$ cat src/rtl/bp_me_xlate_pkg.sv
// Cord-to-ID translation types, region constants and helper functions.
// Shared by the cord translation scheduler and its testbench-facing top.
package bp_me_xlate_pkg;

  localparam int cord_w = 5;
  localparam int core_w = 2;
  localparam int cce_w  = 4;
  localparam int lce_w  = 6;

  localparam int cc_y_min = 1;
  localparam int cc_y_max = 3;
  localparam int mc_y_min = 4;
  localparam int ac_x     = 3;

  typedef enum logic [1:0] {
    e_cc,
    e_mc,
    e_ac,
    e_io
  } cord_region_e;

  typedef struct packed {
    logic [core_w-1:0] core;
    logic [cce_w-1:0]  cce;
    logic [lce_w-1:0]  lce0;
    logic [lce_w-1:0]  lce1;
  } xlate_ids_s;

  function automatic cord_region_e cord_region(
    input logic [cord_w-1:0] cord
  );
    logic [1:0] x;
    logic [2:0] y;
    logic       y_cc;
    cord_region_e r;
    x    = cord[1:0];
    y    = cord[4:2];
    y_cc = (y >= 3'(cc_y_min)) && (y <= 3'(cc_y_max));
    unique case (1'b1)
      (x != 2'(ac_x)) && y_cc:                r = e_cc;
      (x != 2'(ac_x)) && (y >= 3'(mc_y_min)): r = e_mc;
      (x == 2'(ac_x)) && y_cc:                r = e_ac;
      default:                                r = e_io;
    endcase
    return r;
  endfunction

  function automatic xlate_ids_s cord_to_ids(
    input logic [cord_w-1:0] cord
  );
    logic [1:0]       x;
    logic [2:0]       ym1;
    logic [cce_w-1:0] cce;
    logic [lce_w-1:0] lce0;
    xlate_ids_s       ids;
    x   = cord[1:0];
    ym1 = cord[4:2] - 3'd1;
    unique case (cord_region(cord))
      e_cc: begin
        cce  = {2'b00, x} + {ym1, 1'b0};
        lce0 = {1'b0, cce, 1'b0};
      end
      e_ac: begin
        cce  = 4'd4 + {1'b0, ym1};
        lce0 = 6'd8 + {{3{ym1[2]}}, ym1};
      end
      default: begin
        cce  = 4'd4 + {2'b00, x};
        lce0 = 6'd8 + {4'b0000, x};
      end
    endcase
    ids.core = cce[1:0];
    ids.cce  = cce;
    ids.lce0 = lce0;
    ids.lce1 = {3'b000, cce[1:0], 1'b1};
    return ids;
  endfunction

endpackage

$ cat src/rtl/bp_me_cord_xlate_sched_if.sv
// Request/response bundle of the cord translation scheduler.
// master: requesters + consumer side; slave: the scheduler. resp_err_o only with BP_ME_XLATE_ERR_EN.
interface bp_me_cord_xlate_sched_if #(
  parameter int num_req_p       = 4,
  parameter int cord_width_p    = 5,
  parameter int core_id_width_p = 2,
  parameter int cce_id_width_p  = 4,
  parameter int lce_id_width_p  = 6
);
  localparam int tag_w = $clog2(num_req_p);

  logic [num_req_p-1:0]              req_v_i;
  logic [num_req_p*cord_width_p-1:0] req_cord_i;
  logic [num_req_p-1:0]              req_yumi_o;
  logic                              resp_v_o;
  logic [tag_w-1:0]                  resp_tag_o;
  logic [core_id_width_p-1:0]        resp_core_id_o;
  logic [cce_id_width_p-1:0]         resp_cce_id_o;
  logic [lce_id_width_p-1:0]         resp_lce_id0_o;
  logic [lce_id_width_p-1:0]         resp_lce_id1_o;
  logic                              resp_yumi_i;
`ifdef BP_ME_XLATE_ERR_EN
  logic                              resp_err_o;
`endif

  modport master (
    output req_v_i, req_cord_i, resp_yumi_i,
    input  req_yumi_o, resp_v_o, resp_tag_o,
    input  resp_core_id_o, resp_cce_id_o,
    input  resp_lce_id0_o, resp_lce_id1_o
`ifdef BP_ME_XLATE_ERR_EN
    , input resp_err_o
`endif
  );

  modport slave (
    input  req_v_i, req_cord_i, resp_yumi_i,
    output req_yumi_o, resp_v_o, resp_tag_o,
    output resp_core_id_o, resp_cce_id_o,
    output resp_lce_id0_o, resp_lce_id1_o
`ifdef BP_ME_XLATE_ERR_EN
    , output resp_err_o
`endif
  );

endinterface

$ cat src/rtl/bp_me_xlate_rr_arb.sv
// Round-robin arbiter: grants the first valid requester at or after rr_ptr.
// Ports: v_i requests, en_i grant enable, grant_o one-hot, tag_o winner index.
module bp_me_xlate_rr_arb #(
  parameter  int num_req_p = 4,
  localparam int tag_w     = $clog2(num_req_p)
) (
  input  logic                 clk_i,
  input  logic                 reset_i,
  input  logic [num_req_p-1:0] v_i,
  input  logic                 en_i,
  output logic [num_req_p-1:0] grant_o,
  output logic [tag_w-1:0]     tag_o
);

  logic [tag_w-1:0] rr_ptr_q, rr_ptr_d;
  logic [tag_w:0]   idx;
  logic             found;

  always_comb begin
    found    = 1'b0;
    tag_o    = '0;
    idx      = '0;
    grant_o  = '0;
    rr_ptr_d = rr_ptr_q;
    for (int i = 0; i < num_req_p; i++) begin
      idx = {1'b0, rr_ptr_q} + (tag_w+1)'(i);
      if (idx >= (tag_w+1)'(num_req_p))
        idx = idx - (tag_w+1)'(num_req_p);
      if (!found && v_i[idx[tag_w-1:0]]) begin
        found = 1'b1;
        tag_o = idx[tag_w-1:0];
      end
    end
    if (en_i && found) begin
      grant_o[tag_o] = 1'b1;
      rr_ptr_d = (tag_o == tag_w'(num_req_p-1))
               ? '0 : tag_o + tag_w'(1);
    end
  end

  always_ff @(posedge clk_i) begin
    if (reset_i) rr_ptr_q <= '0;
    else         rr_ptr_q <= rr_ptr_d;
  end

endmodule

$ cat src/rtl/bp_me_cord_xlate_sched.sv
// Shared cord-to-ID translator: RR grant into S1, translate into S2, S2 drives resp_*.
// Ports: clk_i, reset_i (sync, active-high), io (slave). BP_ME_XLATE_ERR_EN adds resp_err_o.
module bp_me_cord_xlate_sched
  import bp_me_xlate_pkg::*;
#(
  parameter int num_req_p       = 4,
  parameter int cord_width_p    = cord_w,
  parameter int core_id_width_p = core_w,
  parameter int cce_id_width_p  = cce_w,
  parameter int lce_id_width_p  = lce_w
) (
  input logic                    clk_i,
  input logic                    reset_i,
  bp_me_cord_xlate_sched_if.slave io
);

  localparam int tag_w = $clog2(num_req_p);

  logic                    s1_v_q, s1_v_d;
  logic [cord_width_p-1:0] s1_cord_q, s1_cord_d;
  logic [tag_w-1:0]        s1_tag_q, s1_tag_d;
  logic                    s2_v_q, s2_v_d;
  logic [tag_w-1:0]        s2_tag_q, s2_tag_d;
  xlate_ids_s              s2_ids_q, s2_ids_d;
  logic                    s2_err_q, s2_err_d;

  logic                    s2_free, s1_adv, s1_free;
  logic [num_req_p-1:0]    grant;
  logic [tag_w-1:0]        gtag;
  logic [cord_width_p-1:0] gcord;
  logic [cord_w-1:0]       s1_cord;

  assign s2_free = !s2_v_q | io.resp_yumi_i;
  assign s1_adv  = s1_v_q & s2_free;
  assign s1_free = !s1_v_q | s1_adv;
  assign s1_cord = cord_w'(s1_cord_q);

  bp_me_xlate_rr_arb #(
    .num_req_p(num_req_p)
  ) arb (
    .clk_i  (clk_i),
    .reset_i(reset_i),
    .v_i    (io.req_v_i),
    .en_i   (s1_free & !reset_i),
    .grant_o(grant),
    .tag_o  (gtag)
  );

  assign gcord = io.req_cord_i[int'(gtag)*cord_width_p +: cord_width_p];

  always_comb begin
    s1_v_d    = s1_v_q;
    s1_cord_d = s1_cord_q;
    s1_tag_d  = s1_tag_q;
    if (|grant) begin
      s1_v_d    = 1'b1;
      s1_cord_d = gcord;
      s1_tag_d  = gtag;
    end else if (s1_adv) begin
      s1_v_d = 1'b0;
    end
    s2_v_d   = s2_v_q;
    s2_tag_d = s2_tag_q;
    s2_ids_d = s2_ids_q;
    s2_err_d = s2_err_q;
    if (s1_adv) begin
      s2_v_d   = 1'b1;
      s2_tag_d = s1_tag_q;
      s2_ids_d = cord_to_ids(s1_cord);
      s2_err_d = (cord_region(s1_cord) == e_io);
    end else if (io.resp_yumi_i) begin
      s2_v_d = 1'b0;
    end
  end

  always_ff @(posedge clk_i) begin
    if (reset_i) begin
      s1_v_q    <= 1'b0;
      s1_cord_q <= '0;
      s1_tag_q  <= '0;
      s2_v_q    <= 1'b0;
      s2_tag_q  <= '0;
      s2_ids_q  <= '0;
      s2_err_q  <= 1'b0;
    end else begin
      s1_v_q    <= s1_v_d;
      s1_cord_q <= s1_cord_d;
      s1_tag_q  <= s1_tag_d;
      s2_v_q    <= s2_v_d;
      s2_tag_q  <= s2_tag_d;
      s2_ids_q  <= s2_ids_d;
      s2_err_q  <= s2_err_d;
    end
  end

  assign io.req_yumi_o     = grant;
  assign io.resp_v_o       = s2_v_q;
  assign io.resp_tag_o     = s2_tag_q;
  assign io.resp_core_id_o = core_id_width_p'(s2_ids_q.core);
  assign io.resp_cce_id_o  = cce_id_width_p'(s2_ids_q.cce);
  assign io.resp_lce_id0_o = lce_id_width_p'(s2_ids_q.lce0);
  assign io.resp_lce_id1_o = lce_id_width_p'(s2_ids_q.lce1);
`ifdef BP_ME_XLATE_ERR_EN
  assign io.resp_err_o     = s2_err_q;
`else
  logic unused_err;
  assign unused_err = s2_err_q;
`endif

endmodule

$ cat src/flat_wrapper.sv
// flat-port wrapper written by rule: the top's interface ports become plain ports
module bp_me_cord_xlate_sched_flat import bp_me_xlate_pkg::*;
#(
  parameter int num_req_p       = 4,
  parameter int cord_width_p    = cord_w,
  parameter int core_id_width_p = core_w,
  parameter int cce_id_width_p  = cce_w,
  parameter int lce_id_width_p  = lce_w
)
  (clk_i, reset_i, io_req_v_i, io_req_cord_i, io_resp_yumi_i, io_req_yumi_o, io_resp_v_o, io_resp_tag_o, io_resp_core_id_o, io_resp_cce_id_o, io_resp_lce_id0_o, io_resp_lce_id1_o);
  bp_me_cord_xlate_sched_if #(.num_req_p(num_req_p), .cord_width_p(cord_width_p), .core_id_width_p(core_id_width_p), .cce_id_width_p(cce_id_width_p), .lce_id_width_p(lce_id_width_p)) io_i ();
  input logic clk_i;
  input logic reset_i;
  input wire logic [$bits(io_i.req_v_i)-1:0] io_req_v_i;
  input wire logic [$bits(io_i.req_cord_i)-1:0] io_req_cord_i;
  input wire logic [$bits(io_i.resp_yumi_i)-1:0] io_resp_yumi_i;
  output wire logic [$bits(io_i.req_yumi_o)-1:0] io_req_yumi_o;
  output wire logic [$bits(io_i.resp_v_o)-1:0] io_resp_v_o;
  output wire logic [$bits(io_i.resp_tag_o)-1:0] io_resp_tag_o;
  output wire logic [$bits(io_i.resp_core_id_o)-1:0] io_resp_core_id_o;
  output wire logic [$bits(io_i.resp_cce_id_o)-1:0] io_resp_cce_id_o;
  output wire logic [$bits(io_i.resp_lce_id0_o)-1:0] io_resp_lce_id0_o;
  output wire logic [$bits(io_i.resp_lce_id1_o)-1:0] io_resp_lce_id1_o;
  assign io_i.req_v_i = io_req_v_i;
  assign io_i.req_cord_i = io_req_cord_i;
  assign io_i.resp_yumi_i = io_resp_yumi_i;
  assign io_req_yumi_o = io_i.req_yumi_o;
  assign io_resp_v_o = io_i.resp_v_o;
  assign io_resp_tag_o = io_i.resp_tag_o;
  assign io_resp_core_id_o = io_i.resp_core_id_o;
  assign io_resp_cce_id_o = io_i.resp_cce_id_o;
  assign io_resp_lce_id0_o = io_i.resp_lce_id0_o;
  assign io_resp_lce_id1_o = io_i.resp_lce_id1_o;
  bp_me_cord_xlate_sched #(.num_req_p(num_req_p), .cord_width_p(cord_width_p), .core_id_width_p(core_id_width_p), .cce_id_width_p(cce_id_width_p), .lce_id_width_p(lce_id_width_p)) u_core (.clk_i(clk_i), .reset_i(reset_i), .io(io_i));
endmodule
$ cat config.mk
export PLATFORM = sky130hd
export DESIGN_NAME = bp_me_cord_xlate_sched_flat
export DESIGN_NICKNAME = d
export VERILOG_FILES = /design/src/rtl/bp_me_xlate_pkg.sv /design/src/rtl/bp_me_cord_xlate_sched_if.sv /design/src/rtl/bp_me_xlate_rr_arb.sv /design/src/rtl/bp_me_cord_xlate_sched.sv /design/src/flat_wrapper.sv
export SDC_FILE = /design/constraint.sdc
export NUM_CORES = 1
export LEC_CHECK = 0
export BUFFER_PORTS_ARGS = -buffer_cell sky130_fd_sc_hd__buf_2
export CAP_MARGIN = 20
export CORE_ASPECT_RATIO = 1.5
export CORE_MARGIN = 1.5
export CORE_UTILIZATION = 48
export DETAILED_ROUTE_END_ITERATION = 8
export GPL_TIMING_DRIVEN = 0
export PLACE_DENSITY = 0.77
export SLEW_MARGIN = 20
export SYNTH_ARGS = -nofsm -noshare
export SYNTH_HDL_FRONTEND = slang
export SYNTH_SLANG_ARGS = --single-unit
$ cat constraint.sdc
create_clock -name clk_i -period 2.08 [get_ports clk_i]
set_clock_uncertainty 0.15 [all_clocks]
set_input_delay 0.312 -clock clk_i [delete_from_list [all_inputs] [get_ports clk_i]]
set_output_delay 0.312 -clock clk_i [all_outputs]
set_load 0.01 [all_outputs]
Word level (Yosys, flattened, before mapping):

Index checks and enable logic that the tools add are counted.

* register bits: 28
* input bits: 27
* output and inout bits: 25
* word-level logic and storage cells: 98

* add/subtract/negate cells: 14
* $mul: 1
* order comparisons: 13
* equality and inequality tests: 4
* shifts and indexed selects: 1
* multiplexer cells: 32
* bitwise gates (word level): 4
* reduce and logical (&&, ||, !) cells: 19

Operator list (number)
* variable part select 20 x 32 -> 5 bit: 1
* 2-to-1 mux 2 bit: 10
* less-than comparator 2 x 3 -> 1 bit (second input constant): 5
* 2-to-1 mux 1 bit: 13
* greater-or-equal comparator 3 bit (second input constant): 4
* case mux 6 bit (2 select lines): 1
* logical AND 1 bit: 9
* binary-select mux 1 bit (select 2 bit): 4
* case mux 4 bit (2 select lines): 1
* subtractor 2 x 1 -> 2 bit (second input constant): 4
* adder 2 x 2 -> 3 bit (second input constant): 2
* adder 5 x 3 -> 6 bit (first input constant): 1
* equality test 2 bit (second input constant): 3
* zero test 1 bit: 6
* case mux 2 bit (3 select lines): 1
* adder 4 x 2 -> 5 bit (first input constant): 1
* multiplier 2 x 3 -> 5 bit (second input constant): 1
* adder 2 x 4 -> 4 bit: 1
* adder 3 x 2 -> 4 bit (first input constant): 1
* adder 3 x 3 -> 4 bit (first input constant): 1
* 2-to-1 mux 4 bit: 1
* nonzero test 2 bit: 2
* OR reduction 4 bit: 1
* adder 2 x 1 -> 3 bit (second input constant): 1
* other kinds (11): 13

Logic depth before layout (Yosys ltp):

Gate-level depths: netlist (run 1).

* depth after elaboration: 21
* depth in mapped cells: 8

Hierarchy:

From an unflattened synthesis (run 1), not the netlist that was laid out.

* cells, all modules: 165
* area total of the unflattened synthesis: 1433.9 um^2

Modules (own cells, without submodules)
* bp_me_cord_xlate_sched: instances 1, cells an instance 133, area an instance 1163.6 um^2, sequential area each 400.4 um^2
* bp_me_xlate_rr_arb: instances 1, cells an instance 32, area an instance 270.3 um^2, sequential area each 40.0 um^2

Least setup slack after synthesis (run 1):

OpenSTA, ideal clock, no wires.

* path type: register to output
* start point: reg u_core.s2_v_q, in the netlist u_core.io.resp_v_o
* end point: out io_req_yumi_o[1]
* arrival time: 1497 ps
* data required time: 1618 ps
* path slack: 121 ps
* stages on the path, launching flop included: 7
* path buffers: 1
* cells stage by stage: dfxtp_1 > nor2b_1 > and2_1 > or3_1 > clkbuf_1 > or2_1 > nor2_1

* longest elaborated chain between the ends: 7

RTL lines
* from (decl): line bp_me_cord_xlate_sched.sv:22 `logic s2_v_q, s2_v_d;`
* from (signal assigned): line bp_me_cord_xlate_sched.sv:89 `s2_v_q <= s2_v_d;`
* zero test 1 bit: line bp_me_cord_xlate_sched.sv:33 `assign s2_free = !s2_v_q | io.resp_yumi_i;`
* bitwise OR 1 bit: line bp_me_cord_xlate_sched.sv:33
* bitwise AND 1 bit: line bp_me_cord_xlate_sched.sv:34 `assign s1_adv = s1_v_q & s2_free;`
* bitwise OR 1 bit: line bp_me_cord_xlate_sched.sv:35 `assign s1_free = !s1_v_q | s1_adv;`
* bitwise AND 1 bit: line bp_me_cord_xlate_sched.sv:44 `.en_i (s1_free & !reset_i),`
* logical AND 1 bit: line bp_me_xlate_rr_arb.sv:34 `if (en_i && found) begin`
* 2-to-1 mux 4 bit: line bp_me_xlate_rr_arb.sv:34
* to (decl): line flat_wrapper.sv:17 `output wire logic [$bits(io_i.req_yumi_o)-1:0] io_req_yumi_o;`

Every way passes these cells.

Worst setup path in the final report (run 1):

Ends and elaborated chain as after synthesis.

==> out/results.txt, run 1 <==
Status -> complete, but fails checks
Violated checks -> setup timing
Core Util, Final -> 66.26%
Fin area -> 0.001754 mm²
Flops & latches, synth -> 22
CP Class -> reg2out
Pint -> 0.0008519 W
Synth top area share -> 33.21%
DR iter-0 viols -> 22
Clock Power Share -> 20.4%
Switching share of power -> 34.42%
DR DRC count -> 0
Pleak -> 0.8452 nW
Height of the die -> 67.38 µm
Die ar. -> 0.003094 mm²
Logic pwr share -> 39.2%
Pre-CTS setup slack -> -0.09826 ns
DRT Pass-1 Iters -> 4
Layout Cells excl Fill -> 250
Area of the multi-input gates -> 820.8 µm²
Power per cell area -> 740.5 mW/mm²
Clk root buf -> clkbuf_8
Initial antenna violation count -> 0
Final GP Congestion -> 0.7465
Clock transition at path regs -> 0.08 ns
Area Growth Syn to Fin -> 32.26%
Async SR Flop Fraction -> 0%
Via count -> 1271
Hold_buf cts -> 0
Post-DR vias/cell -> 5.084
Syn_area_per_cell -> 8.612 µm²
Post-layout min period -> 2.114 ns
Final period util -> 101.6%
Post-Syn Area -> 0.001326 mm²
Post-synth EDFFs -> 0
HP Class -> in2reg
Worst endpoint required time -> 1.62 ns
Die Wd -> 45.92 µm
Placed cells -> 241
Net switching power -> 0.0004471 W
DP Wirelength -> 2.249 mm
CTS tree -> done
Main synth FF type -> dfxtp_1
Peak VDD IR -> 385.9 µV
Layout cell share with drive strength beyond 1 -> 40.85%
I/O Buffers -> 47
Endpoints failing hold -> 0
Final WS setup -> -0.03395 ns
Count leader, synth -> dfxtp_1
Starting density of the core -> 50.09%
Final wirelength -> 3.019 mm
Crit path max fanout -> 3
Post-layout power -> 0.001299 W
Slew Viols, Final -> 0
Io pins -> 52
H-tree levels -> 1
Placed cell area -> 0.001619 mm²
Flop pwr share -> 40.5%
Antenna diodes -> 0
Cells after Synth -> 154
Routed Antenna Nets -> 0
Clk buf depth -> 2
Grt ovf -> 0
Synth top cells by count -> dfxtp_1, nand2_1, nor2_1, a21oi_1, mux2i_1
GRT Total Usage -> 18.93%
Area leader, netlist -> dfxtp_1
Vias in the first global route -> 1111
F_max -> 0.4730 GHz
Nets -> 248
Final setup vio count -> 2
Crit path DAT -> 1.65 ns
Yosys warns -> 0
Row Count -> 23
Cts bufs inserted -> 3
Core Box Area -> 0.002648 mm²
Global-route wire length before repair -> 4.395 mm
Top post-synthesis cells by area -> dfxtp_1, mux2i_1, ha_1, nand2_1, buf_4
# Max-Cap Violations -> 0
Sequential cell area -> 444.2 µm²
Routed len/inst -> 12.08 µm
CP Launch Type -> flop
CP Capture Type -> output pin
Sequential element share of the synthesized area -> 33.21%
Filler cell count -> 243
# clock sinks -> 22
Netlist cell types -> 38
Clk_lat worst skew -> 0.26 ns
RSZ-0062 raised after global routing -> yes
Largest net degree at the start of global routing -> 12
==> power groups by stage <==
| stage | clock network (W) | logic [W] | registers, W |
|---|---|---|---|
| 2_1_floorplan | 0 | 0.000336 | 0.000538 |
| 3_3_place_gp | 0 | 0.000453 | 0.000530 |
| 3_5_place_dp | 0 | 0.000469 | 0.000535 |
| 4_1_cts | 0.000263 | 0.000496 | 0.000526 |
| 5_1_grt | 0.000277 | 0.000560 | 0.000532 |
| 6_report | 0.000264 | 0.000509 | 0.000526 |
==> cells by family after synthesis <==
group                      Yosys count  synth area share, %
and+or+nand+nor                     60                22.83
AOI/OAI and AO/OA                   32                19.62
DFF                                 22                33.21
buffers and inverters               20                8.867
muxes                               10                7.547
adders and majority gates            6                5.660
xor gates and xnor gates             3                1.981
other                                1               0.2827
==> metal layers <==
| metal | wire (µm) | global-route usage, % | vias to the layer above |
|---|---|---|---|
| li1 | - | - | 650 |
| met1 | 1197 | 19.47 | 576 |
| met2 | 1676 | 36.46 | 43 |
| met3 | 125 | 2.674 | 2 |
| met4 | 19 | 6.786 | 0 |
| met5 | 0 | 0 | - |
==> flip-flops by register name (all words and copies together), names as in the netlist <==
| name | flops |
|---|---|
| u_core.io.resp_lce_id1_o | 1 |
| u_core.io.resp_v_o | 1 |
| u_core.io.resp_tag_o | 2 |
| u_core.io.resp_cce_id_o | 3 |
| u_core.arb.rr_ptr_q | 2 |
| u_core.io.resp_lce_id0_o | 5 |
| u_core.s1_cord | 5 |
| u_core.s1_tag_q | 2 |
| u_core.s1_v_q | 1 |
==> cells in the final DEF (no fill, tap or decap), types with 2 or more instances in the layout <==
master | netlist | final
and2_1 | 3 | 2
dfxtp_1 | 22 | 19
mux2i_1 | 10 | 10
a21oi_1 | 12 | 12
nand2b_1 | 2 | 2
o221ai_1 | 5 | 5
nand3b_1 | 3 | 3
inv_1 | 5 | 5
nor2_1 | 13 | 12
buf_2 | 1 | 48
nor2b_1 | 3 | 2
nand2_1 | 19 | 18
clkbuf_1 | 4 | 3
clkbuf_8 | 0 | 3
buf_4 | 9 | 16
xnor2_1 | 3 | 3
dfxtp_2 | 0 | 3
or3_1 | 4 | 3
a211oi_1 | 2 | 2
nand3_1 | 5 | 5
conb_1 | 1 | 4
ha_1 | 6 | 6
o21ai_0 | 3 | 3
==> critical path: stages (launching register included) <==
cell	delay (ns)
dfxtp_2	0.33
nor2b_4	0.12
and2_4	0.14
or3_4	0.33
or2_4	0.27
nor2_1	0.08
buf_2	0.13
==> path summary, 6_finish.rpt <==
check	from	endpoint	slack (ns)	cells after the start
min reg2reg	u_core.io.resp_lce_id0_o[4]	u_core.io.resp_lce_id0_o[4]	0.30	2
min	io_req_cord_i[9]	u_core.s1_cord[4]	0.21	3
max reg2reg	u_core.s1_cord[3]	u_core.io.resp_cce_id_o[3]	0.12	6
max	u_core.io.resp_v_o	io_req_yumi_o[1]	-0.03	6
==> repair_timing <==
action	4_1_cts	5_1_grt
resized for setup	9	5
setup buffers	5	2
endpoints found under the setup margin	5	4
pin swaps	5	5
==> through the flow <==
step	hold WS, ns	setup TNS (ns)
floorplan	0.2821	0
global placement	0.2891	-0.1884
detailed placement	0.2932	-0.1831
CTS	0.2059	-0.1157
global route	0.2273	-0.1724
finish	0.2053	-0.06245
==> area by class of cell <==
| type | count | area share, % |
|---|---|---|
| Buffer | 14 | 5.421 |
| Clock buffer | 3 | 2.354 |
| Inverter | 5 | 1.070 |
| Multi-Input combinational cell | 115 | 46.79 |
| Sequential cell | 22 | 25.32 |
| Tap cell | 37 | 2.639 |
| Timing Repair Buffer | 54 | 16.41 |
(Power assumes the default switching activity.)
==> run 2: changes to the inputs <==
--- a/config.mk
+++ b/config.mk
@@ -13,6 +13,7 @@
 export DETAILED_ROUTE_END_ITERATION = 8
 export GPL_TIMING_DRIVEN = 0
 export PLACE_DENSITY = 0.77
+export REMOVE_ABC_BUFFERS = 1
 export SLEW_MARGIN = 20
 export SYNTH_ARGS = -nofsm -noshare
 export SYNTH_HDL_FRONTEND = slang
==> out/results.txt, run 2 (synthesis gave the netlist of run 1 again) <==
Reg-to-reg endpoint -> u_core.io.resp_lce_id0_o[2]
Slew @ Worst Pin -> 0.5869 ns
Status -> complete, but fails checks
Final WS setup -> -0.04096 ns
# Max-Cap Violations -> 0
Via count -> 1241
Hold slack -> 0.1917 ns
Most common cell after layout, fill and taps aside -> buf_2
Nets -> 235
Area Growth Syn to Fin -> 28.30%
Final period util -> 102.0%
Row Count -> 23
Routed Antenna Nets -> 0
Die ar. -> 0.003094 mm²
CP Launch Type -> flop
Placed cells -> 226
F_max -> 0.4715 GHz
Placed cell area -> 0.001520 mm²
Grt ovf -> 0
Slew HR -> 60.51%
Clock transition at path regs -> 0.08 ns
Final GP Congestion -> 0.9218
RSZ-0062 raised after global routing -> yes
Largest net degree at the start of global routing -> 25
HP Class -> in2reg
Pleak -> 0.8020 nW
Clk_lat worst skew -> 0.26 ns
Vias in the first global route -> 1162
Die Wd -> 45.92 µm
Most frequent cells in the layout -> buf_2, nand2_1, dfxtp_1
GRT Total Usage -> 21.65%
Slew Viols, Final -> 0
Height of the die -> 67.38 µm
Layout Cells excl Fill -> 238
DRT Pass-1 Iters -> 6
Hold Startpoint -> io_req_cord_i[9]
Pre-CTS setup slack -> -0.1893 ns
Power per cell area -> 827.0 mW/mm²
Setup total negative slack -> -0.1516 ns
Post-layout min period -> 2.121 ns
Hold Path End -> u_core.s1_cord[4]
Cts bufs inserted -> 3
Clk buf depth -> 2
H-tree levels -> 1
Peak VDD IR -> 516.1 µV
CTS tree -> done
Final setup vio count -> 4
Endpoints failing hold -> 0
CP Capture Type -> output pin
I/O Buffers -> 47
Routed len/inst -> 12.79 µm
Fin area -> 0.001702 mm²
CP Class -> reg2out
R2R Setup Slk -> 0.18 ns
Core Box Area -> 0.002648 mm²
Starting density of the core -> 50.09%
Crit path DAT -> 1.66 ns
Final wirelength -> 3.044 mm
Antenna diodes -> 0
Initial antenna violation count -> 0
Worst R2R Path Depth -> 7
Io pins -> 52
DR DRC count -> 0
# clock sinks -> 22
Hold_buf cts -> 0
Crit path max fanout -> 3
Global-route wire length before repair -> 4.995 mm
Violated checks -> setup timing
DR iter-0 viols -> 31
Clk root buf -> clkbuf_8
Worst endpoint required time -> 1.62 ns
Layout cell share with drive strength beyond 1 -> 38.31%
Worst reg2reg startpoint -> u_core.s1_cord[3]
DP Wirelength -> 2.172 mm
Post-DR vias/cell -> 5.214
Hold depth -> 3
[run 2: how the worst max path moves through the flow]
| stage | from | endpoint | depth (start not counted) |
|---|---|---|---|
| 2_1_floorplan | u_core.arb.rr_ptr_q[0] | io_req_yumi_o[1] | 5 |
| 3_3_place_gp | io_req_v_i[1] | io_req_yumi_o[2] | 7 |
| 3_5_place_dp | io_req_v_i[1] | io_req_yumi_o[0] | 7 |
| 4_1_cts | u_core.io.resp_v_o | io_req_yumi_o[3] | 6 |
| 5_1_grt | u_core.io.resp_v_o | io_req_yumi_o[3] | 6 |
| 6_report | u_core.io.resp_v_o | io_req_yumi_o[3] | 6 |
[run 2: area by class of cell]
type / count / area (µm²)
clock inverter: 1 / 30.03
tap: 37 / 46.29
timing repair buffer: 55 / 295.3
inverter: 5 / 18.77
sequential: 22 / 447.9
clock buffer: 3 / 41.29
multi-input combinational: 115 / 822.0
fill: 244 / 945.9
[run 2: report_power, final]
group | internal [W] | switching, W | total (W)
clock network | 0.000257 | 0.000138 | 0.000395
logic | 0.000223 | 0.000252 | 0.000475
registers | 0.000477 | 0.0000598 | 0.000537
[run 2: metal layers]
layer  up-vias  track usage (%)  part of all wire, %
met5         -                0                    0
met3         9            3.209                  4.6
met4         0            12.14                  2.4
met2        40            36.46                   53
li1        620                -                    -
met1       572            25.12                   40
[run 2: timing repair]
action / 4_1_cts / 5_1_grt
endpoints found under the setup margin: 4 / 9
pin swaps: 4 / 3
buffers inserted: 6 / 2
hold endpoints to repair: 0 / 0
resized for setup: 9 / 6
[run 2: metrics by stage]
step	util, %	total power, W
final	64.27	0.001407
after CTS	63.19	0.001404
after global placement	57.42	0.0009568
after floorplan	-	0.0008384
after global routing	64.27	0.001497
after detailed placement	57.42	0.0009728
[run 2: worst max-delay path: stages, from the launching register on]
cell     delay [ns]
dfxtp_2        0.32
nor2b_4        0.12
and2_4         0.15
or3_4          0.33
or2_4          0.26
nor2_1         0.08
buf_2          0.13
==> run 3: changes to the inputs <==
--- a/config.mk
+++ b/config.mk
@@ -9,10 +9,10 @@
 export CAP_MARGIN = 20
 export CORE_ASPECT_RATIO = 1.5
 export CORE_MARGIN = 1.5
-export CORE_UTILIZATION = 48
+export CORE_UTILIZATION = 52
 export DETAILED_ROUTE_END_ITERATION = 8
 export GPL_TIMING_DRIVEN = 0
-export PLACE_DENSITY = 0.77
+export PLACE_DENSITY = 0.83
 export REMOVE_ABC_BUFFERS = 1
 export SLEW_MARGIN = 20
 export SYNTH_ARGS = -nofsm -noshare
==> constraint.sdc (replaced) <==
create_clock -name clk_i -period 2.5 [get_ports clk_i]
set_clock_uncertainty 0.15 [all_clocks]
set_input_delay 0.375 -clock clk_i [delete_from_list [all_inputs] [get_ports clk_i]]
set_output_delay 0.375 -clock clk_i [all_outputs]
set_load 0.01 [all_outputs]
==> out/results.txt, run 3 (synthesis gave the netlist of run 1 again) <==
Io pins -> 52
GRT Total Usage -> 20.77%
Die ar. -> 0.002869 mm²
Most common cell after layout, fill and taps aside -> buf_2
Hold slack -> 0.1939 ns
Post-DR vias/cell -> 5.521
Height of the die -> 64.86 µm
Reg-to-reg endpoint -> u_core.io.resp_cce_id_o[3]
Initial antenna violation count -> 0
Global-route wire length before repair -> 4.650 mm
Power per cell area -> 685.6 mW/mm²
Slew Viols, Final -> 0
Filler cell count -> 215
Hold Startpoint -> io_resp_yumi_i
Area Growth Syn to Fin -> 20.19%
Worst endpoint required time -> 1.98 ns
Routed len/inst -> 12.64 µm
Largest net degree at the start of global routing -> 25
Clock Power Share -> 25.3%
Final GP Congestion -> 0.8411
Final period util -> 94.93%
Cells along the critical path -> nor2b_1, and2_1, or3_4, or2_1, nor2_1, buf_2
Antenna diodes -> 0
Hold depth -> 4
H-tree levels -> 1
Row Count -> 22
Worst reg2reg startpoint -> u_core.s1_cord[2]
Flop pwr share -> 40.6%
Area of the multi-input gates -> 802.0 µm²
Slowest cell on the critical path -> or3_4
Switching share of power -> 33.34%
Vias in the first global route -> 1169
Hold Path End -> u_core.s1_v_q
Pint -> 0.0007284 W
Layout Cells excl Fill -> 219
Clock transition at path regs -> 0.13 ns
DR DRC count -> 0
Slew HR -> 64.45%
CP Launch Type -> flop
Worst R2R Path Depth -> 8
Nets -> 229
Final wirelength -> 2.769 mm
Clk buf depth -> 2
CP Capture Type -> output pin
# Max-Cap Violations -> 0
HP Class -> in2reg
Most frequent cells in the layout -> buf_2, dfxtp_1, nand2_1
Starting density of the core -> 54.75%
# clock sinks -> 22
RSZ-0062 raised after global routing -> no
CTS tree -> done
DP Wirelength -> 2.122 mm
R2R Setup Slk -> 0.42 ns
DRT Pass-1 Iters -> 4
Post-layout min period -> 2.373 ns
Crit path max fanout -> 6
CP Class -> reg2out
Die Wd -> 44.24 µm
Clk root buf -> clkbuf_4
DR iter-0 viols -> 24
Routed Antenna Nets -> 0
Final setup vio count -> 0
Net switching power -> 0.0003644 W
Core Box Area -> 0.002422 mm²
Setup total negative slack -> 0 ns
Pleak -> 0.7568 nW
Via count -> 1209
Status -> completed
Grt ovf -> 0
Clk_lat worst skew -> 0.31 ns
Layout cell share with drive strength beyond 1 -> 32.31%
I/O Buffers -> 47
Cts bufs inserted -> 3
Slew @ Worst Pin -> 0.5284 ns
Crit path DAT -> 1.85 ns
Endpoints failing hold -> 0
Placed cells -> 213
Logic pwr share -> 34.0%
Sequential cell area -> 440.4 µm²
Peak VDD IR -> 461.8 µV
Critical Path Max Stage Delay -> 0.37 ns
F_max -> 0.4214 GHz
## run 3: power groups by stage
stage	clock network (W)	registers, W	logic, W
2_1_floorplan	0	0.000458	0.000240
3_3_place_gp	0	0.000448	0.000346
3_5_place_dp	0	0.000451	0.000358
4_1_cts	0.000279	0.000443	0.000365
5_1_grt	0.000293	0.000449	0.000416
6_report	0.000277	0.000444	0.000372
## run 3: timing repair
action | 4_1_cts | 5_1_grt
pin swaps | 0 | 1
endpoints found under the setup margin | 4 | 3
gates resized for setup | 2 | 2
setup buffers | 0 | 2
hold buffers | 0 | 0
## run 3: layout make-up
class | instances | area share (%)
inverters | 5 | 1.177
repair buffers | 49 | 15.70
clock buffers | 3 | 1.413
well taps | 24 | 1.884
clock inverters | 1 | 1.884
multi-input cells | 115 | 50.31
flip-flops and latches | 22 | 27.63
## run 3: through the flow
| stage | utilization, % | area (µm²) | setup WS, ns | total power, W |
|---|---|---|---|---|
| 2_1_floorplan | - | 1239 | 0.4561 | 0.0006975 |
| 3_3_place_gp | 62.09 | 1504 | 0.1605 | 0.0007941 |
| 3_5_place_dp | 62.09 | 1504 | 0.1089 | 0.0008088 |
| 4_1_cts | 64.77 | 1569 | 0.03769 | 0.001087 |
| 5_1_grt | 65.81 | 1594 | 0.01576 | 0.001158 |
| 6_report | 65.81 | 1594 | 0.1267 | 0.001093 |
## run 3: worst max-delay path: cells and delay by family, from the launching register on
family                 cells  cell delay [ns]
flip-flops                 1             0.34
AND/OR/NAND/NOR            5             1.06
buffers and inverters      1             0.13
## run 3: worst max path at each step
stage	start	endpoint	slack, ns	cells after the start
2_1_floorplan	io_req_v_i[2]	io_req_yumi_o[1]	0.46	5
6_report	u_core.io.resp_v_o	io_req_yumi_o[1]	0.13	6
3_5_place_dp	io_req_v_i[1]	io_req_yumi_o[2]	0.11	7
3_3_place_gp	io_req_v_i[1]	io_req_yumi_o[0]	0.16	7
4_1_cts	u_core.arb.rr_ptr_q[0]	io_req_yumi_o[1]	0.04	6
5_1_grt	u_core.io.resp_v_o	io_req_yumi_o[1]	0.02	6
## run 3: layer usage
layer,wire (µm),global-route usage (%)
met1,1112,22.11
met2,1538,40.81
met3,90,1.671
met4,27,6.061
met5,0,0
